[config.mk]
export PLATFORM = sky130hd
export DESIGN_NAME = multicycle_ctrl_flat
export DESIGN_NICKNAME = d
export VERILOG_FILES = /design/src/rtl/mc_ctrl_pkg.sv /design/src/rtl/multicycle_ctrl_if.sv /design/src/rtl/mc_opcode_decode.sv /design/src/rtl/multicycle_ctrl.sv /design/src/flat_wrapper.sv
export SDC_FILE = /design/constraint.sdc
export NUM_CORES = 1
export LEC_CHECK = 0
export BUFFER_PORTS_ARGS = -buffer_cell sky130_fd_sc_hd__buf_2
export CAP_MARGIN = 30
export CORE_MARGIN = 4
export CORE_UTILIZATION = 48
export DETAILED_ROUTE_END_ITERATION = 8
export PLACE_DENSITY = 0.81
export SETUP_SLACK_MARGIN = 0.4
export SLEW_MARGIN = 20
export SYNTH_ARGS = -nofsm -noshare
export SYNTH_HDL_FRONTEND = slang
export SYNTH_HIERARCHICAL = 1
export SYNTH_SLANG_ARGS = --single-unit
[constraint.sdc]
create_clock -name clk -period 1.7 [get_ports clk]
set_clock_uncertainty 0.05 [all_clocks]
set_input_delay 0.085 -clock clk [delete_from_list [all_inputs] [get_ports clk]]
set_output_delay 0.085 -clock clk [all_outputs]
set_load 0.005 [all_outputs]
[src/rtl/mc_ctrl_pkg.sv]
// mc_ctrl_pkg: shared encodings for the multi-cycle MIPS control FSM.
// Holds opcode constants, the alu_op / alu_src_b / pc_source encodings,
// the FSM state enum, instruction classes, and the bundled control word
// that the FSM produces each cycle.
package mc_ctrl_pkg;

  // Opcodes (IR[31:26])
  localparam logic [5:0] OP_RTYPE = 6'b000000;
  localparam logic [5:0] OP_ADDI  = 6'b001000;
  localparam logic [5:0] OP_ORI   = 6'b001101;
  localparam logic [5:0] OP_ANDI  = 6'b001100;
  localparam logic [5:0] OP_SLTI  = 6'b001010;
  localparam logic [5:0] OP_LW    = 6'b100011;
  localparam logic [5:0] OP_SW    = 6'b101011;
  localparam logic [5:0] OP_BEQ   = 6'b000100;
  localparam logic [5:0] OP_BNE   = 6'b000101;
  localparam logic [5:0] OP_BGTZ  = 6'b000111;
  localparam logic [5:0] OP_J     = 6'b000010;

  // ALU operation codes
  localparam logic [3:0] ALU_ADD   = 4'b0000;
  localparam logic [3:0] ALU_FUNCT = 4'b0001;
  localparam logic [3:0] ALU_SUB   = 4'b0010;
  localparam logic [3:0] ALU_AND   = 4'b0011;
  localparam logic [3:0] ALU_OR    = 4'b0100;
  localparam logic [3:0] ALU_SLT   = 4'b0101;

  // ALU B-operand select
  localparam logic [1:0] SRCB_B      = 2'b00;
  localparam logic [1:0] SRCB_FOUR   = 2'b01;
  localparam logic [1:0] SRCB_IMM    = 2'b10;
  localparam logic [1:0] SRCB_BRANCH = 2'b11;

  // PC source select
  localparam logic [1:0] PCSRC_ALU    = 2'b00;
  localparam logic [1:0] PCSRC_ALUOUT = 2'b01;
  localparam logic [1:0] PCSRC_JUMP   = 2'b10;

  typedef enum logic [3:0] {
    S_FETCH  = 4'd0,
    S_DECODE = 4'd1,
    S_MEMADR = 4'd2,
    S_MEMRD  = 4'd3,
    S_MEMWB  = 4'd4,
    S_MEMWR  = 4'd5,
    S_EXEC_R = 4'd6,
    S_EXEC_I = 4'd7,
    S_ALUWB  = 4'd8,
    S_BRANCH = 4'd9,
    S_JUMP   = 4'd10,
    S_TRAP   = 4'd11
  } state_t;

  typedef enum logic [2:0] {
    CLS_RTYPE   = 3'd0,
    CLS_IALU    = 3'd1,
    CLS_LOAD    = 3'd2,
    CLS_STORE   = 3'd3,
    CLS_BRANCH  = 3'd4,
    CLS_JUMP    = 3'd5,
    CLS_ILLEGAL = 3'd6
  } instr_class_t;

  typedef enum logic [1:0] {
    BR_EQ  = 2'd0,
    BR_NE  = 2'd1,
    BR_GTZ = 2'd2
  } br_kind_t;

  // Every datapath control produced in one cycle.
  typedef struct packed {
    logic       pc_write;
    logic       iord;
    logic       mem_read;
    logic       mem_write;
    logic       ir_write;
    logic       reg_dst;
    logic       mem_to_reg;
    logic       reg_write;
    logic       alu_src_a;
    logic [1:0] alu_src_b;
    logic       imm_zext;
    logic [3:0] alu_op;
    logic [1:0] pc_source;
    logic       instr_done;
    logic       illegal_op;
  } ctrl_t;

endpackage

[src/rtl/multicycle_ctrl_if.sv]
// multicycle_ctrl_if: bundle between the control FSM and the datapath.
//   Datapath -> control: opcode, mem_ready, alu_zero, alu_sign.
//   Control -> datapath: every enable and mux select, plus dbg_state.
// Memory handshake: mem_read / mem_write is a request held with a stable
// iord until the cycle mem_ready=1; that cycle completes the access.
// mem_ready is only looked at while a request is outstanding.
// modport master = controller, modport slave = datapath.
interface multicycle_ctrl_if;
  import mc_ctrl_pkg::*;

  logic [5:0] opcode;
  logic       mem_ready;
  logic       alu_zero;
  logic       alu_sign;

  logic       pc_write;
  logic       iord;
  logic       mem_read;
  logic       mem_write;
  logic       ir_write;
  logic       reg_dst;
  logic       mem_to_reg;
  logic       reg_write;
  logic       alu_src_a;
  logic [1:0] alu_src_b;
  logic       imm_zext;
  logic [3:0] alu_op;
  logic [1:0] pc_source;
  logic       instr_done;
  logic       illegal_op;
  state_t     dbg_state;

  modport master (
    input  opcode, mem_ready, alu_zero, alu_sign,
    output pc_write, iord, mem_read, mem_write, ir_write, reg_dst,
           mem_to_reg, reg_write, alu_src_a, alu_src_b, imm_zext, alu_op,
           pc_source, instr_done, illegal_op, dbg_state
  );

  modport slave (
    output opcode, mem_ready, alu_zero, alu_sign,
    input  pc_write, iord, mem_read, mem_write, ir_write, reg_dst,
           mem_to_reg, reg_write, alu_src_a, alu_src_b, imm_zext, alu_op,
           pc_source, instr_done, illegal_op, dbg_state
  );
endinterface

[src/rtl/mc_opcode_decode.sv]
// mc_opcode_decode: combinational opcode classifier.
//   opcode   in  IR[31:26]
//   iclass   out instruction class (R-type, I-ALU, load, store, branch, jump, illegal)
//   i_alu_op out ALU operation for I-type ALU instructions
//   imm_zext out immediate is zero-extended (andi/ori)
//   br_kind  out branch condition kind (beq/bne/bgtz)
module mc_opcode_decode
  import mc_ctrl_pkg::*;
(
  input  logic [5:0]   opcode,
  output instr_class_t iclass,
  output logic [3:0]   i_alu_op,
  output logic         imm_zext,
  output br_kind_t     br_kind
);

  always_comb begin
    iclass   = CLS_ILLEGAL;
    i_alu_op = ALU_ADD;
    imm_zext = 1'b0;
    br_kind  = BR_EQ;
    case (opcode)
      OP_RTYPE: iclass = CLS_RTYPE;
      OP_ADDI:  iclass = CLS_IALU;
      OP_ORI: begin
        iclass   = CLS_IALU;
        i_alu_op = ALU_OR;
        imm_zext = 1'b1;
      end
      OP_ANDI: begin
        iclass   = CLS_IALU;
        i_alu_op = ALU_AND;
        imm_zext = 1'b1;
      end
      OP_SLTI: begin
        iclass   = CLS_IALU;
        i_alu_op = ALU_SLT;
      end
      OP_LW:   iclass = CLS_LOAD;
      OP_SW:   iclass = CLS_STORE;
      OP_BEQ:  iclass = CLS_BRANCH;
      OP_BNE: begin
        iclass  = CLS_BRANCH;
        br_kind = BR_NE;
      end
      OP_BGTZ: begin
        iclass  = CLS_BRANCH;
        br_kind = BR_GTZ;
      end
      OP_J:    iclass = CLS_JUMP;
      default: iclass = CLS_ILLEGAL;
    endcase
  end

endmodule

[src/rtl/multicycle_ctrl.sv]
// multicycle_ctrl: multi-cycle control FSM for a shared MIPS datapath.
//   clk    in  rising-edge clock
//   rst_n  in  synchronous active-low reset
//   bus    master side of multicycle_ctrl_if (opcode/flags/mem_ready in,
//          all datapath enables and selects plus dbg_state out)
// Sequences FETCH/DECODE then per-class states, stalls on mem_ready in
// FETCH/MEMRD/MEMWR, and pulses illegal_op for unsupported opcodes.
module multicycle_ctrl
  import mc_ctrl_pkg::*;
(
  input  logic                clk,
  input  logic                rst_n,
  multicycle_ctrl_if.master   bus
);

  state_t       state, state_nxt;
  logic         is_rtype;
  instr_class_t iclass;
  logic [3:0]   i_alu_op;
  logic         imm_zext;
  br_kind_t     br_kind;
  ctrl_t        ctrl, ctrl_out;

  mc_opcode_decode u_decode (
    .opcode   (bus.opcode),
    .iclass   (iclass),
    .i_alu_op (i_alu_op),
    .imm_zext (imm_zext),
    .br_kind  (br_kind)
  );

  always_ff @(posedge clk) begin
    if (!rst_n) begin
      state    <= S_FETCH;
      is_rtype <= 1'b0;
    end else begin
      state <= state_nxt;
      // Remember the class at decode so ALUWB can pick rd vs rt.
      if (state == S_DECODE) is_rtype <= (iclass == CLS_RTYPE);
    end
  end

  always_comb begin
    state_nxt = state;
    ctrl      = '0;
    case (state)
      S_FETCH: begin
        ctrl.mem_read  = 1'b1;
        ctrl.iord      = 1'b0;
        ctrl.alu_src_a = 1'b0;
        ctrl.alu_src_b = SRCB_FOUR;
        ctrl.alu_op    = ALU_ADD;
        ctrl.pc_source = PCSRC_ALU;
        if (bus.mem_ready) begin
          ctrl.ir_write = 1'b1;
          ctrl.pc_write = 1'b1;
          state_nxt     = S_DECODE;
        end
      end
      S_DECODE: begin
        // Precompute the branch target into ALUOut.
        ctrl.alu_src_a = 1'b0;
        ctrl.alu_src_b = SRCB_BRANCH;
        ctrl.alu_op    = ALU_ADD;
        case (iclass)
          CLS_RTYPE:  state_nxt = S_EXEC_R;
          CLS_IALU:   state_nxt = S_EXEC_I;
          CLS_LOAD:   state_nxt = S_MEMADR;
          CLS_STORE:  state_nxt = S_MEMADR;
          CLS_BRANCH: state_nxt = S_BRANCH;
          CLS_JUMP:   state_nxt = S_JUMP;
          default:    state_nxt = S_TRAP;
        endcase
      end
      S_MEMADR: begin
        ctrl.alu_src_a = 1'b1;
        ctrl.alu_src_b = SRCB_IMM;
        ctrl.alu_op    = ALU_ADD;
        state_nxt      = (iclass == CLS_STORE) ? S_MEMWR : S_MEMRD;
      end
      S_MEMRD: begin
        ctrl.mem_read = 1'b1;
        ctrl.iord     = 1'b1;
        if (bus.mem_ready) state_nxt = S_MEMWB;
      end
      S_MEMWB: begin
        ctrl.reg_write  = 1'b1;
        ctrl.mem_to_reg = 1'b1;
        ctrl.reg_dst    = 1'b0;
        ctrl.instr_done = 1'b1;
        state_nxt       = S_FETCH;
      end
      S_MEMWR: begin
        ctrl.mem_write = 1'b1;
        ctrl.iord      = 1'b1;
        if (bus.mem_ready) begin
          ctrl.instr_done = 1'b1;
          state_nxt       = S_FETCH;
        end
      end
      S_EXEC_R: begin
        ctrl.alu_src_a = 1'b1;
        ctrl.alu_src_b = SRCB_B;
        ctrl.alu_op    = ALU_FUNCT;
        state_nxt      = S_ALUWB;
      end
      S_EXEC_I: begin
        ctrl.alu_src_a = 1'b1;
        ctrl.alu_src_b = SRCB_IMM;
        ctrl.alu_op    = i_alu_op;
        ctrl.imm_zext  = imm_zext;
        state_nxt      = S_ALUWB;
      end
      S_ALUWB: begin
        ctrl.reg_write  = 1'b1;
        ctrl.mem_to_reg = 1'b0;
        ctrl.reg_dst    = is_rtype;
        ctrl.instr_done = 1'b1;
        state_nxt       = S_FETCH;
      end
      S_BRANCH: begin
        ctrl.alu_src_a  = 1'b1;
        ctrl.alu_src_b  = SRCB_B;
        ctrl.alu_op     = ALU_SUB;
        ctrl.pc_source  = PCSRC_ALUOUT;
        ctrl.instr_done = 1'b1;
        // Flags come from rs-rt this cycle; bgtz has rt=$0 so the flags
        // describe rs itself.
        case (br_kind)
          BR_EQ:   ctrl.pc_write = bus.alu_zero;
          BR_NE:   ctrl.pc_write = !bus.alu_zero;
          BR_GTZ:  ctrl.pc_write = !bus.alu_zero && !bus.alu_sign;
          default: ctrl.pc_write = 1'b0;
        endcase
        state_nxt = S_FETCH;
      end
      S_JUMP: begin
        ctrl.pc_write   = 1'b1;
        ctrl.pc_source  = PCSRC_JUMP;
        ctrl.instr_done = 1'b1;
        state_nxt       = S_FETCH;
      end
      S_TRAP: begin
        // PC was already advanced in FETCH; just flag and move on.
        ctrl.illegal_op = 1'b1;
        state_nxt       = S_FETCH;
      end
      default: state_nxt = S_FETCH;
    endcase
  end

  // Outputs are forced quiet while reset is asserted, so an instruction
  // caught mid-flight cannot issue a request during the reset cycle.
  assign ctrl_out = rst_n ? ctrl : '0;

  assign bus.pc_write   = ctrl_out.pc_write;
  assign bus.iord       = ctrl_out.iord;
  assign bus.mem_read   = ctrl_out.mem_read;
  assign bus.mem_write  = ctrl_out.mem_write;
  assign bus.ir_write   = ctrl_out.ir_write;
  assign bus.reg_dst    = ctrl_out.reg_dst;
  assign bus.mem_to_reg = ctrl_out.mem_to_reg;
  assign bus.reg_write  = ctrl_out.reg_write;
  assign bus.alu_src_a  = ctrl_out.alu_src_a;
  assign bus.alu_src_b  = ctrl_out.alu_src_b;
  assign bus.imm_zext   = ctrl_out.imm_zext;
  assign bus.alu_op     = ctrl_out.alu_op;
  assign bus.pc_source  = ctrl_out.pc_source;
  assign bus.instr_done = ctrl_out.instr_done;
  assign bus.illegal_op = ctrl_out.illegal_op;
  assign bus.dbg_state  = state;

endmodule

[src/flat_wrapper.sv]
// flat-port wrapper written by rule: the top's interface ports become plain ports
module multicycle_ctrl_flat import mc_ctrl_pkg::*;
  (clk, rst_n, bus_opcode, bus_mem_ready, bus_alu_zero, bus_alu_sign, bus_pc_write, bus_iord, bus_mem_read, bus_mem_write, bus_ir_write, bus_reg_dst, bus_mem_to_reg, bus_reg_write, bus_alu_src_a, bus_alu_src_b, bus_imm_zext, bus_alu_op, bus_pc_source, bus_instr_done, bus_illegal_op, bus_dbg_state);
  multicycle_ctrl_if bus_i ();
  input  logic clk;
  input  logic rst_n;
  input wire logic [$bits(bus_i.opcode)-1:0] bus_opcode;
  input wire logic [$bits(bus_i.mem_ready)-1:0] bus_mem_ready;
  input wire logic [$bits(bus_i.alu_zero)-1:0] bus_alu_zero;
  input wire logic [$bits(bus_i.alu_sign)-1:0] bus_alu_sign;
  output wire logic [$bits(bus_i.pc_write)-1:0] bus_pc_write;
  output wire logic [$bits(bus_i.iord)-1:0] bus_iord;
  output wire logic [$bits(bus_i.mem_read)-1:0] bus_mem_read;
  output wire logic [$bits(bus_i.mem_write)-1:0] bus_mem_write;
  output wire logic [$bits(bus_i.ir_write)-1:0] bus_ir_write;
  output wire logic [$bits(bus_i.reg_dst)-1:0] bus_reg_dst;
  output wire logic [$bits(bus_i.mem_to_reg)-1:0] bus_mem_to_reg;
  output wire logic [$bits(bus_i.reg_write)-1:0] bus_reg_write;
  output wire logic [$bits(bus_i.alu_src_a)-1:0] bus_alu_src_a;
  output wire logic [$bits(bus_i.alu_src_b)-1:0] bus_alu_src_b;
  output wire logic [$bits(bus_i.imm_zext)-1:0] bus_imm_zext;
  output wire logic [$bits(bus_i.alu_op)-1:0] bus_alu_op;
  output wire logic [$bits(bus_i.pc_source)-1:0] bus_pc_source;
  output wire logic [$bits(bus_i.instr_done)-1:0] bus_instr_done;
  output wire logic [$bits(bus_i.illegal_op)-1:0] bus_illegal_op;
  output wire logic [$bits(bus_i.dbg_state)-1:0] bus_dbg_state;
  assign bus_i.opcode = bus_opcode;
  assign bus_i.mem_ready = bus_mem_ready;
  assign bus_i.alu_zero = bus_alu_zero;
  assign bus_i.alu_sign = bus_alu_sign;
  assign bus_pc_write = bus_i.pc_write;
  assign bus_iord = bus_i.iord;
  assign bus_mem_read = bus_i.mem_read;
  assign bus_mem_write = bus_i.mem_write;
  assign bus_ir_write = bus_i.ir_write;
  assign bus_reg_dst = bus_i.reg_dst;
  assign bus_mem_to_reg = bus_i.mem_to_reg;
  assign bus_reg_write = bus_i.reg_write;
  assign bus_alu_src_a = bus_i.alu_src_a;
  assign bus_alu_src_b = bus_i.alu_src_b;
  assign bus_imm_zext = bus_i.imm_zext;
  assign bus_alu_op = bus_i.alu_op;
  assign bus_pc_source = bus_i.pc_source;
  assign bus_instr_done = bus_i.instr_done;
  assign bus_illegal_op = bus_i.illegal_op;
  assign bus_dbg_state = bus_i.dbg_state;
  multicycle_ctrl u_core (.clk(clk), .rst_n(rst_n), .bus(bus_i));
endmodule
## Yosys cells after proc, flatten, opt, wreduce, memory -nomap -nowiden

Index checks and enable logic that the tools add are counted.

- Bits in registers: 5
- Latch bits: 0
- RAM bits: 0
- Bits in read-only memories: 0
- Output and inout port bits: 24
- Memories kept: 0

- $add $sub $neg: 0
- Multiply operators: 0
- Div/mod/pow operators: 0
- $lt $le $gt $ge: 0
- Equal/unequal tests: 31
- Shift-type cells: 0
- Muxes and demuxes: 25
- Bitwise logic cells: 0
- Reduce and logical (&&, ||, !) cells: 18

Operators with widths:

| operator | count |
|---|---|
| 6-bit by 4-bit equality test with 1-bit output, second input constant | 4 |
| 4-bit one-hot mux with 6 select lines | 1 |
| 20-bit two-way mux | 1 |
| 4-bit one-hot mux with 5 select lines | 1 |
| 6-bit by 3-bit equality test with 1-bit output, second input constant | 3 |
| 3-bit one-hot mux with 3 select lines | 2 |
| 3-bit one-hot mux with 6 select lines | 1 |
| 4-bit by 3-bit equality test with 1-bit output, second input constant | 4 |
| 4-bit equality test, second input constant | 4 |
| 2-bit OR reduction | 7 |
| 6-bit equality test, second input constant | 2 |
| 4-bit two-way mux | 3 |
| 3-bit one-hot mux with 4 select lines | 1 |
| 4-bit by 2-bit equality test with 1-bit output, second input constant | 2 |
| 1-bit two-way mux | 8 |
| 2-bit one-hot mux with 2 select lines | 2 |
| 4-bit OR reduction | 2 |
| 3-bit by 2-bit equality test with 1-bit output, second input constant | 2 |
| 3-bit equality test, second input constant | 2 |
| 6-bit by 2-bit equality test with 1-bit output, second input constant | 1 |
| 6-bit logical NOT | 1 |
| 2-bit inequality test, second input constant | 3 |
| 1-bit one-hot mux with 3 select lines | 2 |
| 3-bit one-hot mux with 2 select lines | 1 |
| other kinds (13) | 14 |

## Depth between registers and ports, before layout

- Depth after elaboration: 7
- Gate-level depth with buffers: 8
- Depth with buffers taken out: 7

## By module

Netlist, hierarchy kept.

Modules (own cells, without submodules):

| module | instances | cells an instance | area an instance (um^2) | seq. area each (um^2) |
|---|---|---|---|---|
| multicycle_ctrl | 1 | 106 | 681.9 | 100.1 |
| mc_opcode_decode | 1 | 32 | 202.7 | 0.0 |

## Worst setup path before layout

No wires, ideal clock.

- Kind: input to register
- Start: input port bus_opcode[1]
- End: register u_core.state[1] (netlist: u_core/bus.dbg_state[1])
- Library setup time: 0.120 ns
- Arrival: 1.269 ns
- Path slack: 0.261 ns
- Cell stages on the path: 8
- Path buffers: 1
- Cell sequence: buf_4 nor2b_1 o31ai_1 a21oi_1 inv_1 nand3_1 nor2b_1 o31a_1

- Longest elaborated chain between the ends: 7
- Elaborated cells on any way between the ends: 24
- Classes of those cells: eq/ne: 15; mux: 4; reduce/logical: 5

Ends and longest elaborated chain:

| item | RTL line | text |
|---|---|---|
| start, declared | flat_wrapper.sv:7 | `input wire logic [$bits(bus_i.opcode)-1:0] bus_opcode;` |
| 6-bit by 4-bit equality test with 1-bit output / 6-bit by 3-bit equality test with 1-bit output (equally long branches) | mc_opcode_decode.sv:22 | `case (opcode)` |
| 4-bit OR reduction (no line) / 3-bit OR reduction (equally long branches) | n/a |  |
| 3-bit one-hot mux with 6 select lines * | mc_opcode_decode.sv:22 |  |
| via u_core.iclass[2] | multicycle_ctrl.sv:18 | `instr_class_t iclass;` |
| 3-bit by 2-bit equality test with 1-bit output (on tied branches) | multicycle_ctrl.sv:65, multicycle_ctrl.sv:79 |  |
| 2-bit OR reduction (no line) | n/a |  |
| 4-bit one-hot mux with 5 select lines | multicycle_ctrl.sv:65 | `case (iclass)` |
| 4-bit one-hot mux with 6 select lines * | multicycle_ctrl.sv:46 | `case (state)` |
| end signal, assigned | multicycle_ctrl.sv:37 | `state <= state_nxt;` |
| end, declared | multicycle_ctrl.sv:16 | `state_t state, state_nxt;` |

The timed path passes the listed nets; every way through them passes the cells marked *.
A chain may end at the register's enable or synchronous reset.

## Worst setup path after layout

- Start: input port bus_opcode[5]
- End: output port bus_pc_write

- Longest elaborated chain between the ends: 6
- Elaborated cells on any way between the ends: 9
- Classes of those cells: eq/ne: 4; mux: 4; reduce/logical: 1

Ends and longest elaborated chain:

| item | RTL line | text |
|---|---|---|
| 6-bit by 3-bit equality test with 1-bit output | mc_opcode_decode.sv:22 |  |
| 2-bit one-hot mux with 2 select lines * | mc_opcode_decode.sv:22 |  |
| via u_core.br_kind[0] | multicycle_ctrl.sv:21 | `br_kind_t br_kind;` |
| 2-bit equality test, or another cell as far along | multicycle_ctrl.sv:129 | `case (br_kind)` |
| 1-bit one-hot mux with 3 select lines * | multicycle_ctrl.sv:129 |  |
| 1-bit one-hot mux with 3 select lines * | multicycle_ctrl.sv:46 |  |
| 20-bit two-way mux * | multicycle_ctrl.sv:154 | `assign ctrl_out = rst_n ? ctrl : '0;` |
| end, declared | flat_wrapper.sv:11 | `output wire logic [$bits(bus_i.pc_write)-1:0] bus_pc_write;` |

Marked as above.

==> results.sh <==
export IMPL_floorplan_core_area_um2=1750
export IMPL_synth_fa_ha_area_share_pct=0
export IMPL_synthesis_stage_register_bit_count=5
export IMPL_synth_compound_area_share_pct=18.2
export IMPL_yosys_area_share_xor_xnor_pct=4.95
export IMPL_dpl_worst_slack_ps=150
export IMPL_synth_yosys_seq_area_share_pct=11.3
export IMPL_rows=15
export IMPL_run_status="complete, no violations"
export IMPL_antenna_cells=0
export IMPL_cts_root_buffer_cell="clkbuf_4"
export IMPL_route_antenna_remaining_nets=0
export IMPL_dpl_instance_area_um2=1040
export IMPL_maxSlewViolCount=0
export IMPL_clk_pin_slew_worst_paths_ps=40
export IMPL_maximum_operating_frequency_mhz=599
export IMPL_insertion_delay_of_the_later_clocked_pin_in_the_worst_skew_pair_ps=270
export IMPL_fraction_of_power_consumed_by_sequential_logic_pct=13.5
export IMPL_detailedRoute_firstPassIterationCount=6
export IMPL_comb_power_share_pct=77.2
export IMPL_finalHoldViolCount=0
export IMPL_synth_area_leader_cell="dfxtp_1"
export IMPL_syn_area_um2=885
export IMPL_powerDensity_nw_per_um2=1090
export IMPL_synth_top_area_share_pct=11.3
export IMPL_criticalPathCategory="input pin to primary output"
export IMPL_crit_fanout=3
export IMPL_report_final_setup_viol=0
export IMPL_setup_slack_ps=30.3
export IMPL_layout_nets=207
export IMPL_ctsHtreeMaxLevel=1
export IMPL_netSwitchingFraction_pct=48.5
export IMPL_post_drt_via_cell_ratio=6.70
export IMPL_layout_cells_most_common="buf_2"
export IMPL_synthArstFlopShare_pct=0
export IMPL_grt_pass1_vias=1234
export IMPL_synth_avg_cell_area_um2=6.41
export IMPL_globalplace_congestion=0.906
export IMPL_grt_overflow_total=0
export IMPL_critical_path_cell_chain="buf_2 -> nor2_1 -> nand3b_1 -> nor3b_2 -> nor2_1 -> a211o_1 -> nand3_1 -> a21oi_1 -> buf_2"
export IMPL_cts_tree="done"
export IMPL_final_hold_worst_slack_ps=113
export IMPL_hold_buffers=0
export IMPL_initial_antenna_violation_count=0
export IMPL_drt_iter0_markers=145
export IMPL_route_vias_total=1474
export IMPL_die_height_um=50.9
export IMPL_leakage_power_uw=0.000674
export IMPL_dpl_hpwl_um=1790
export IMPL_timing_final_crit_period_ps=1670
export IMPL_initial_core_util_pct=50.7
export IMPL_synth_cells=138
export IMPL_timing_hold_worst_class="input pin to register"
export IMPL_clock_sinks=5
export IMPL_irDropWorstVdd_v=0.000634
export IMPL_largest_net_degree_at_the_start_of_global_routing=14
export IMPL_cap_violations=0
export IMPL_synth_main_ff_cell="dfxtp_1"
export IMPL_synth_distinct_cells=43
export IMPL_ctsLongestPathBuffers=2
export IMPL_critPathArrivalTime_ps=1530
export IMPL_worstPathRequired_ps=1560
export IMPL_final_area_um2=1530
export IMPL_net_switching_power_uw=811
export IMPL_portBuffers=33
export IMPL_slowest_stage="a211o_1"
export IMPL_routed_wl_um=4990
export IMPL_area_delta_synth_final_pct=73.3
export IMPL_post_route_cells_drive_above_1_share_pct=55.4
export IMPL_worst_setup_path_end_kind="primary output"
export IMPL_synth_area_top_cells="dfxtp_1 (11%), nor2_1 (8.9%), nand2_1 (7.2%)"
export IMPL_yosys_mux_area_fraction_pct=0
export IMPL_cell_internal_pwr_uw=861
export IMPL_tritoncts_buffers=3
export IMPL_number_of_ports_placed_on_the_die_boundary=35
export IMPL_share_of_the_clock_period_used_by_the_worst_path_after_layout_pct=98.2
export IMPL_drc=0
export IMPL_synth_fp_nets=149
export IMPL_count_of_flip_flops_with_a_built_in_enable_after_synthesis=0
export IMPL_fillCellCount=85
export IMPL_worst_path_largest_cell_delay_ps=330
export IMPL_power_clock_fraction_pct=9.3
export IMPL_synth_simple_gate_area_share_pct=55.6
export IMPL_floorplan_die_area_um2=2590
export IMPL_main_combinational_cell_family_by_area_after_synthesis="simple AND/OR/NAND/NOR gates"
export IMPL_grt_pass1_wl_um=5600
export IMPL_cp_start_kind="input pin"
export IMPL_rsz0062_at_grt="true"
export IMPL_design_power_total_uw=1670
export IMPL_routedWlPerCell_um=22.7
export IMPL_track_usage_pct=28.6
export IMPL_mostFrequentLayoutCells="buf_2 (34), buf_4 (18), nor2_1 (16), buf_6 (11), nand2_1 (11)"
export IMPL_die_w_um=50.9
export IMPL_ys_warn_count=6
[sequential cells by signal, indices dropped and copies added, names as in the netlist]
register and flops:
u_core/bus.dbg_state 4, u_core/is_rtype 1
[final cells by class]
class	count	area [µm²]	share of cell area [%]
clock buffer	4	26.3	1.71
inverter	2	7.51	0.490
multi-input combinational	119	883	57.6
sequential	5	115	7.51
tap	25	31.3	2.04
timing repair buffer	65	469	30.6
[cells by family after synthesis]
kind of cell    Yosys count
xor+xnor                  5
buf+inv                  14
compound gates           24
other cells               1
flops                     5
simple gates             89
[metrics by stage]
step | cells | util [%] | TNS, ps
floorplan | 138 | - | 0
global placement | 189 | 59.7 | 0
detailed placement | 189 | 59.7 | 0
CTS | 215 | 80.5 | 0
global route | 220 | 87.8 | -62.5
finish | 220 | 87.8 | 0
[layer usage]
metal	wire (µm)	global-route usage, %
met1	1660	30.2
met2	2220	50.4
met3	595	5.54
met4	514	19.7
met5	0	0
[worst max-delay path, delay by kind of cell]
family | cells | cell delay, ps
compound gates | 2 | 410
buf+inv | 2 | 240
simple gates | 5 | 800
[power by group through the flow]
stage / sequential [µW] / combinational, µW / clock [µW]
CTS: 209 / 964 / 149
floorplan: 161 / 444 / 0
finish: 225 / 1290 / 155
global placement: 230 / 511 / 0
global route: 229 / 1310 / 163
detailed placement: 230 / 521 / 0
[synth_stat cells, drive strengths merged, types with 2 or more instances]
master	instances
inv	2
nand3b	6
nand2b	8
xor2	2
dfxtp	5
nor4b	2
nor2b	8
nor2	21
a21oi	7
buf	12
o2111ai	2
o21ai	4
nor3	8
xnor2	3
nand3	3
nand2	17
a211o	2
and2	4
nor3b	3
[final timing paths]
check	startpoint	to	slack, ps	cells past startpoint
worst max-delay path	bus_opcode[5]	bus_pc_write	30	9
worst min-delay path	bus_mem_ready	u_core/bus.dbg_state[2]	110	2
worst max register to register	u_core/bus.dbg_state[3]	u_core/bus.dbg_state[0]	140	4
worst min register to register	u_core/is_rtype	u_core/is_rtype	460	2
[timing repair]
action / in CTS / in global routing
resized for setup: 46 / 20
pin swaps: 16 / 11
endpoints found under the setup margin: 23 / 23
buffers inserted: 22 / 5
No activity file was read; power rests on OpenSTA's default activity.
